--- src/rtl/md4_block_pipe_pkg.sv ---
// Shared MD4 definitions: round constants, rotation and word-order tables,
// boolean functions, byte swapping and the engine state encoding.
package md4_block_pipe_pkg;

    localparam logic [31:0] K_G = 32'h5A827999;
    localparam logic [31:0] K_H = 32'h6ED9EBA1;

    localparam logic [4:0] ROT_F [4] = '{5'd3, 5'd7, 5'd11, 5'd19};
    localparam logic [4:0] ROT_G [4] = '{5'd3, 5'd5, 5'd9,  5'd13};
    localparam logic [4:0] ROT_H [4] = '{5'd3, 5'd9, 5'd11, 5'd15};

    localparam logic [3:0] IDX_F [16] = '{4'd0, 4'd1, 4'd2,  4'd3,  4'd4, 4'd5, 4'd6,  4'd7,
                                          4'd8, 4'd9, 4'd10, 4'd11, 4'd12, 4'd13, 4'd14, 4'd15};
    localparam logic [3:0] IDX_G [16] = '{4'd0, 4'd4, 4'd8, 4'd12, 4'd1, 4'd5, 4'd9, 4'd13,
                                          4'd2, 4'd6, 4'd10, 4'd14, 4'd3, 4'd7, 4'd11, 4'd15};
    localparam logic [3:0] IDX_H [16] = '{4'd0, 4'd8, 4'd4, 4'd12, 4'd2, 4'd10, 4'd6, 4'd14,
                                          4'd1, 4'd9, 4'd5, 4'd13, 4'd3, 4'd11, 4'd7, 4'd15};

    typedef enum logic [1:0] {IDLE, RUN, DONE} state_t;

    function automatic logic [31:0] md4_f(input logic [31:0] x, input logic [31:0] y, input logic [31:0] z);
        return (x & y) | (~x & z);
    endfunction

    function automatic logic [31:0] md4_g(input logic [31:0] x, input logic [31:0] y, input logic [31:0] z);
        return (x & y) | (x & z) | (y & z);
    endfunction

    function automatic logic [31:0] md4_h(input logic [31:0] x, input logic [31:0] y, input logic [31:0] z);
        return x ^ y ^ z;
    endfunction

    function automatic logic [31:0] rotl32(input logic [31:0] x, input logic [4:0] sh);
        logic [63:0] t;
        t = {x, x} << sh;
        return t[63:32];
    endfunction

    function automatic logic [31:0] byteswap32(input logic [31:0] w);
        return {w[7:0], w[15:8], w[23:16], w[31:24]};
    endfunction

    function automatic logic [511:0] swap_block(input logic [511:0] blk);
        logic [511:0] r;
        r = '0;
        for (int unsigned i = 0; i < 16; i++) begin
            r[32*i +: 32] = byteswap32(blk[32*i +: 32]);
        end
        return r;
    endfunction

endpackage

--- src/rtl/md4_block_pipe_step.sv ---
// One combinational MD4 step; the updated word is returned in the b slot so the
// (a,b,c,d) tuple rotates and every step always updates its own a input.
module md4_step
    import md4_block_pipe_pkg::*;
(
    input  logic [31:0]  a,
    input  logic [31:0]  b,
    input  logic [31:0]  c,
    input  logic [31:0]  d,
    input  logic [511:0] msg,
    input  logic [5:0]   step,
    output logic [31:0]  a_out,
    output logic [31:0]  b_out,
    output logic [31:0]  c_out,
    output logic [31:0]  d_out
);

    logic [31:0] words [16];
    logic [31:0] fv;
    logic [31:0] k;
    logic [4:0]  sh;
    logic [3:0]  wi;
    logic [31:0] t;

    always_comb begin
        for (int unsigned i = 0; i < 16; i++) begin
            words[i] = msg[511 - 32*i -: 32];
        end
    end

    always_comb begin
        fv = '0;
        k  = '0;
        sh = '0;
        wi = '0;
        case (step[5:4])
            2'd0: begin
                fv = md4_f(b, c, d);
                k  = '0;
                sh = ROT_F[step[1:0]];
                wi = IDX_F[step[3:0]];
            end
            2'd1: begin
                fv = md4_g(b, c, d);
                k  = K_G;
                sh = ROT_G[step[1:0]];
                wi = IDX_G[step[3:0]];
            end
            default: begin
                fv = md4_h(b, c, d);
                k  = K_H;
                sh = ROT_H[step[1:0]];
                wi = IDX_H[step[3:0]];
            end
        endcase
        t = rotl32(a + fv + words[wi] + k, sh);
    end

    assign a_out = d;
    assign b_out = t;
    assign c_out = b;
    assign d_out = c;

endmodule

--- src/rtl/md4_block_pipe.sv ---
// MD4 compression engine with configurable steps per clock and valid/ready
// handshaking on both sides.
module md4_block_pipe
    import md4_block_pipe_pkg::*;
#(
    parameter int unsigned STEPS_PER_CYCLE = 1,
    parameter int unsigned BYTESWAP        = 1
) (
    input  logic         clk,
    input  logic         rst,
    input  logic         in_valid,
    output logic         in_ready,
    input  logic [31:0]  state_a,
    input  logic [31:0]  state_b,
    input  logic [31:0]  state_c,
    input  logic [31:0]  state_d,
    input  logic [511:0] data,
    output logic         out_valid,
    input  logic         out_ready,
    output logic [31:0]  newstate_a,
    output logic [31:0]  newstate_b,
    output logic [31:0]  newstate_c,
    output logic [31:0]  newstate_d,
    output logic         busy
);

    localparam int unsigned NCYC    = 48 / STEPS_PER_CYCLE;
    localparam logic [5:0]  FIN_CNT = 6'(NCYC);

    if (STEPS_PER_CYCLE < 1 || STEPS_PER_CYCLE > 16 || (48 % STEPS_PER_CYCLE) != 0) begin : g_bad_steps
        $error("md4_block_pipe: STEPS_PER_CYCLE must be one of 1,2,3,4,6,8,12,16");
    end

    state_t       state;
    logic [5:0]   cnt;
    logic [31:0]  orig_a, orig_b, orig_c, orig_d;
    logic [31:0]  aa, bb, cc, dd;
    logic [511:0] msg;
    logic [511:0] msg_in;
    logic [5:0]   step_base;
    logic         accept;
    logic         run_step;

    logic [31:0] ch_a [STEPS_PER_CYCLE+1];
    logic [31:0] ch_b [STEPS_PER_CYCLE+1];
    logic [31:0] ch_c [STEPS_PER_CYCLE+1];
    logic [31:0] ch_d [STEPS_PER_CYCLE+1];

    assign msg_in    = (BYTESWAP != 0) ? swap_block(data) : data;
    assign step_base = 6'(cnt * STEPS_PER_CYCLE);
    assign accept    = in_valid && in_ready;
    // One extra RUN cycle (cnt == FIN_CNT) folds the feed-forward add.
    assign run_step  = (state == RUN) && (cnt != FIN_CNT);

    always_comb begin
        in_ready = 1'b0;
        case (state)
            IDLE:    in_ready = 1'b1;
            DONE:    in_ready = out_ready;
            default: in_ready = 1'b0;
        endcase
    end

    assign ch_a[0] = aa;
    assign ch_b[0] = bb;
    assign ch_c[0] = cc;
    assign ch_d[0] = dd;

    for (genvar k = 0; k < STEPS_PER_CYCLE; k++) begin : g_chain
        md4_step u_step (
            .a     (ch_a[k]),
            .b     (ch_b[k]),
            .c     (ch_c[k]),
            .d     (ch_d[k]),
            .msg   (msg),
            .step  (step_base + 6'(k)),
            .a_out (ch_a[k+1]),
            .b_out (ch_b[k+1]),
            .c_out (ch_c[k+1]),
            .d_out (ch_d[k+1])
        );
    end

    always_ff @(posedge clk) begin
        if (accept) begin
            orig_a <= state_a;
            orig_b <= state_b;
            orig_c <= state_c;
            orig_d <= state_d;
            msg    <= msg_in;
            aa     <= state_a;
            bb     <= state_b;
            cc     <= state_c;
            dd     <= state_d;
        end else if (run_step) begin
            aa <= ch_a[STEPS_PER_CYCLE];
            bb <= ch_b[STEPS_PER_CYCLE];
            cc <= ch_c[STEPS_PER_CYCLE];
            dd <= ch_d[STEPS_PER_CYCLE];
        end
    end

    always_ff @(posedge clk) begin
        if (rst) begin
            state      <= IDLE;
            cnt        <= '0;
            out_valid  <= 1'b0;
            busy       <= 1'b0;
            newstate_a <= '0;
            newstate_b <= '0;
            newstate_c <= '0;
            newstate_d <= '0;
        end else begin
            case (state)
                IDLE: begin
                    if (in_valid) begin
                        state <= RUN;
                        cnt   <= '0;
                        busy  <= 1'b1;
                    end
                end
                RUN: begin
                    if (cnt == FIN_CNT) begin
                        newstate_a <= orig_a + aa;
                        newstate_b <= orig_b + bb;
                        newstate_c <= orig_c + cc;
                        newstate_d <= orig_d + dd;
                        out_valid  <= 1'b1;
                        busy       <= 1'b0;
                        state      <= DONE;
                    end else begin
                        cnt <= cnt + 6'd1;
                    end
                end
                DONE: begin
                    if (out_ready) begin
                        out_valid <= 1'b0;
                        if (in_valid) begin
                            state <= RUN;
                            cnt   <= '0;
                            busy  <= 1'b1;
                        end else begin
                            state <= IDLE;
                        end
                    end
                end
                default: state <= IDLE;
            endcase
        end
    end

endmodule

--- config.mk ---
export PLATFORM = sky130hd
export DESIGN_NAME = md4_block_pipe
export DESIGN_NICKNAME = d
export VERILOG_FILES = /design/src/rtl/md4_block_pipe_pkg.sv /design/src/rtl/md4_block_pipe_step.sv /design/src/rtl/md4_block_pipe.sv
export SDC_FILE = /design/constraint.sdc
export NUM_CORES = 2
export LEC_CHECK = 0
export CELL_PAD_IN_SITES_DETAIL_PLACEMENT = 0
export CELL_PAD_IN_SITES_GLOBAL_PLACEMENT = 1
export CORE_MARGIN = 3
export CORE_UTILIZATION = 39
export DETAILED_ROUTE_END_ITERATION = 8
export GPL_ROUTABILITY_DRIVEN = 0
export PLACE_DENSITY_LB_ADDON = 0.12
export SYNTH_ARGS = -nofsm -noshare
export SYNTH_HDL_FRONTEND = slang
export SYNTH_SLANG_ARGS = --single-unit
--- constraint.sdc ---
create_clock -name clk -period 25.2 [get_ports clk]
set_input_delay 5.04 -clock clk [delete_from_list [all_inputs] [get_ports clk]]
set_output_delay 5.04 -clock clk [all_outputs]
set_load 0.02 [all_outputs]
Yosys cells after proc, flatten, opt, wreduce, memory -nomap -nowiden
Memories as Yosys holds them, arrays and structs flattened.
Cells that the tools add are included.
- bits in read-only memories: 192
- output and inout port bits: 131
- memories kept: 3
- register bits: 906
- memories (memory ; depth ; width ; rd ports ; clocked after memory_dff ; wr ports ; RTL line ; RTL):
    (no name shown) ; 16 ; 4 ; 1 ; 0 ; 0 ; md4_block_pipe_step.sv:47 ; wi = IDX_G[step[3:0]];
    (no name shown) ; 16 ; 4 ; 1 ; 0 ; 0 ; md4_block_pipe_step.sv:41 ; wi = IDX_F[step[3:0]];
    (no name shown) ; 16 ; 4 ; 1 ; 0 ; 0 ; md4_block_pipe_step.sv:53 ; wi = IDX_H[step[3:0]];
- shift-type cells: 1
- reductions and logical operators: 12
- equal/unequal tests: 9
- muxes and demuxes: 47
- bitwise logic cells: 13
- $lt $le $gt $ge: 3
- add/sub/neg operators: 8
- operator list (operator ; count):
    two-way mux 32 bit ; 10
    adder 32 bit ; 6
    AND 32 bit ; 4
    binary-select mux 32 bit (select 4 bit) ; 1
    bitwise OR 32 bit ; 3
    case mux 32 bit (2 select lines) ; 1
    << shifter 64 x 5 -> 64 bit ; 1
    bitwise XOR 32 bit ; 2
    case mux 31 bit (2 select lines) ; 1
    adder 32 x 31 -> 32 bit ; 1
    NOT 32 bit ; 1
    binary-select mux 5 bit (select 2 bit) ; 3
    two-way mux 5 bit ; 6
    two-way mux 4 bit ; 6
    two-way mux 6 bit ; 3
    case mux 6 bit (3 select lines) ; 1
    AND reduction 3 bit ; 4
    >= comparator 5 bit (second input constant) ; 2
    NOT 4 -> 5 bit ; 2
    case mux 5 bit (2 select lines) ; 1
    case mux 4 bit (2 select lines) ; 1
    adder 6 x 1 -> 6 bit (second input constant) ; 1
    == test 6 bit (second input constant) ; 1
    two-way mux 1 bit ; 6
    other kinds (16) ; 25

Depth between registers and ports, before layout
- depth after elaboration: 14
- depth in mapped cells: 26

By module
From an unflattened synthesis, not the netlist that was laid out.
- cell total of the unflattened synthesis: 3684
- area total of the unflattened synthesis: 46749.8 µm²
- by module, submodules not included (module ; area each (µm²) ; instances ; cells an instance):
    md4_block_pipe ; 35591.6 ; 1 ; 2353
    md4_step ; 11158.2 ; 1 ; 1331

Worst setup path after synthesis
No wires, ideal clock.
- path kind: input -> register
- start point: in out_ready
- end point: reg msg[0] (enable)
- data required time: 23946 ps
- stages: 6
- setup slack: 448 ps
- path buffers: 2
- data arrival time: 23497 ps
- library setup time: 1254 ps
- cell sequence: inv_1 a21oi_1 nand2_1 clkinv_1 clkbuf_1 clkbuf_1
- cells in the longest elaborated chain, start to end: 2
- RTL lines (element ; RTL line ; RTL):
    start, declared ; md4_block_pipe.sv:19 ; input logic out_ready,
    case mux 1 bit (2 select lines) ; md4_block_pipe.sv:57 ; case (state)
    via in_ready ; md4_block_pipe.sv:12 ; output logic in_ready,
    logical AND 1 bit ; md4_block_pipe.sv:51 ; assign accept = in_valid && in_ready;
    via accept ; md4_block_pipe.sv:41 ; logic accept;
    end signal, assigned ; md4_block_pipe.sv:90 ; msg <= msg_in;
    end, declared ; md4_block_pipe.sv:38 ; logic [511:0] msg;
The timed path passes the listed nets, and every way through them passes these cells.
A chain may end at the register's enable or synchronous reset.

Worst setup path after layout
- start point: in out_ready
- end point: out in_ready
- cells in the longest elaborated chain, start to end: 1
- RTL lines (element ; RTL line):
    case mux 1 bit (2 select lines) ; md4_block_pipe.sv:57
    end, declared ; md4_block_pipe.sv:12
No other way between the ends.

==> impl_metrics.py <==
metrics = {
    "run_status": {
        "status": "completed",
    },
    "logic_synthesis": {
        "synth_nets": 4741,
        "synth_top_family_by_area": "compound AO/OA/AOI/OAI gates",
        "synthSimpleGateAreaFrac": 0.0908,
        "synth-seq-cells": 906,
        "syn_inst": 3839,
        "muxShareOfSynthArea": 0.0814,
        "syn_area_um2": 46600,
        "synthAdderAreaFrac": 0.0839,
        "avgSynthCellArea_um2": 12.1,
        "synthFlopType": "edfxtp_1",
        "yosys.area.top_type": "edfxtp_1",
        "synth_compound_area_frac": 0.136,
        "yosys.area.top_type_share": 0.495,
        "yosysMostFrequentCell": "edfxtp_1",
        "synthTopCellsByCount": "edfxtp_1 (768), nand2_1 (486), a21oi_1 (297)",
        "synth.distinct_cells": 84,
        "async_reset_ff_frac": 0,
        "synth-edff-count": 768,
        "synth_area_leaders": "edfxtp_1 (49%), mux4_2 (6.1%), dfxtp_1 (5.9%)",
        "synth-xor-area-share": 0.0216,
        "yosys_warnings": 0,
        "yosysSeqAreaShare": 0.554,
    },
    "routing": {
        "via_count": 33600,
        "drt-vias-per-instance": 5.35,
        "ant_nets": 0,
        "dr.pass1.iters": 6,
        "finalWirelength_um": 161000,
        "drc": 0,
        "wire_per_inst_um": 25.7,
        "drtIter0Drc": 2571,
    },
    "power": {
        "p_per_area_nw_per_um2": 99.0,
        "peakVddDrop_uv": 61.4,
        "swShare": 0.390,
        "clkPwrFrac": 0.254,
        "p_int_mw": 3.59,
        "switching_power_mw": 2.30,
        "cellLeakagePower_nw": 21.6,
        "comb_power_share": 0.419,
        "report.power.total_mw": 5.89,
        "pwr-share-seq": 0.327,
    },
    "worst_setup_path": {
        "critPathLaunchType": "primary input",
        "critPathKind": "primary input to output pin",
        "startpoint": "out_ready",
        "arrival_ps": 6400,
        "crit_required_ps": 20160,
        "crit_fanout": 2,
        "worstReg2RegStart": "cnt[0]",
        "cp-end-kind": "output pin",
    },
    "global_route": {
        "grt_usage": 0.258,
        "grt_pass1_vias": 33400,
        "antenna_found_initial": 41,
        "grt_pass1_wl_um": 230000,
        "grt_max_degree": 166,
        "overflow": 0,
    },
    "timing": {
        "finalSetupTns_ps": 0,
        "hold_violations": 0,
        "tightest_slew_ps": 1060,
        "skew_ps": 30.0,
        "timing.final.crit_share": 0.454,
        "fin_crit_ps": 11440,
        "timing.slew.headroom": 0.292,
        "drv_slew": 0,
        "rsz0062_at_grt": "no",
        "final.setup.worst_slack_ps": 13760,
        "setup_violations": 0,
        "timing.fmax_ghz": 0.0874,
    },
    "placement": {
        "dp_hpwl_um": 127000,
        "dp_worst_setup_slack_ps": 13740,
        "io_buffers": 774,
    },
    "clocking": {
        "tritoncts": "yes",
        "post_cts_buffers": 0,
        "cts_buffers": 102,
        "cts-hold-fix-buffers": 0,
        "htreeDepth": 3,
        "insertion_delay_ps": 710,
        "clockBufferDepth": 3,
        "cts.reportedPaths.clkPinSlew_ps": 60,
        "cts_resized": 0,
        "cts_sinks": 906,
        "root_buffer": "clkbuf_16",
    },
    "layout": {
        "fin_util": 0.502,
        "drive_gt1_frac": 0.0823,
        "nets": 5470,
        "syn2layout_area_growth_pct": 27.5,
    },
    "min_path": {
        "hp-class": "flip-flop to flip-flop",
        "hold_start": "newstate_b[15]",
    },
    "floorplan": {
        "die_w_um": 352,
        "die_area_um2": 124000,
        "dieHeight_um": 352,
        "core_um2": 118000,
        "placementRows": 126,
        "start_util": 0.394,
        "io_pins": 775,
    },
    "job": {
        "drv_cap": 0,
    },
}
## flip-flops by register name (all words and copies together) (netlist names), 2 cells and up
name and flops:
newstate_d 32, cnt 6, orig_b 32, orig_d 32
cc 32, orig_c 32, dd 32, orig_a 32
newstate_a 32, state 2, newstate_c 32, bb 32
aa 32, newstate_b 32, msg 512
## power groups by stage
stage,Clock [mW],Sequential [mW],Combinational [mW]
2_1_floorplan,0,1.94,1.65
3_3_place_gp,0,1.96,2.43
3_5_place_dp,0,1.96,2.43
4_1_cts,1.53,1.93,2.45
5_1_grt,1.58,1.94,2.73
6_report,1.50,1.93,2.47
## layout by cell type, fill, tap and decap left out, drive strengths merged, types with 126 or more instances in the layout
master and n:
mux4 126, clkbuf 134, nand2 486, ha 167, nor2 154, o21ai 251, dfxtp 138, clkdlybuf4s50 773
a21oi 299, edfxtp 768, inv 209
## through the flow
step / hold slack (ps) / std cells / area, um^2
CTS: 452 / 6255 / 59400
detailed placement: 444 / 6064 / 56000
global placement: 438 / 6064 / 56000
finish: 450 / 6277 / 59500
global route: 465 / 6268 / 59400
floorplan: 480 / 3839 / 46600
## layout make-up
type,instances,area [um^2]
Fill cell,10500,58900
Timing Repair Buffer,813,8050
Inverter,204,773
Clock inverter,57,614
Tap cell,1600,2000
Sequential cell,906,25800
Multi-Input combinational cell,2541,19400
Antenna cell,22,55.1
Clock buffer,134,2780
## logic make-up after synthesis
| group | after synthesis |
|---|---|
| adder cells (fa/ha/maj) | 258 |
| buffers and inverters | 392 |
| AND/OR/NAND/NOR | 946 |
| XOR/XNOR | 115 |
| AO/OA/AOI/OAI | 1004 |
| multiplexers | 218 |
| flip-flops | 906 |
## metal layers
layer / routed length (um) / global-route usage / up-vias
met4: 4680 / 0.0807 / 32
met1: 67200 / 0.331 / 16300
met5: 237 / 0 / -
met2: 78600 / 0.435 / 1100
li1: - / - / 15900
met3: 10500 / 0.0564 / 225
## worst max-delay path, stage by stage
cell,delay [ps]
clkdlybuf4s50_1,490
inv_1,60
a21oi_1,180
clkdlybuf4s50_1,630
## worst paths after layout
| kind | endpoint | slack (ps) | cells after the start |
|---|---|---|---|
| hold / removal | newstate_b[15] | 450 | 2 |
| hold reg to reg | newstate_b[15] | 450 | 2 |
| setup reg to reg | bb[29] | 16010 | 22 |
| setup / recovery | in_ready | 13760 | 4 |
Power figures use the tool's default switching activity.
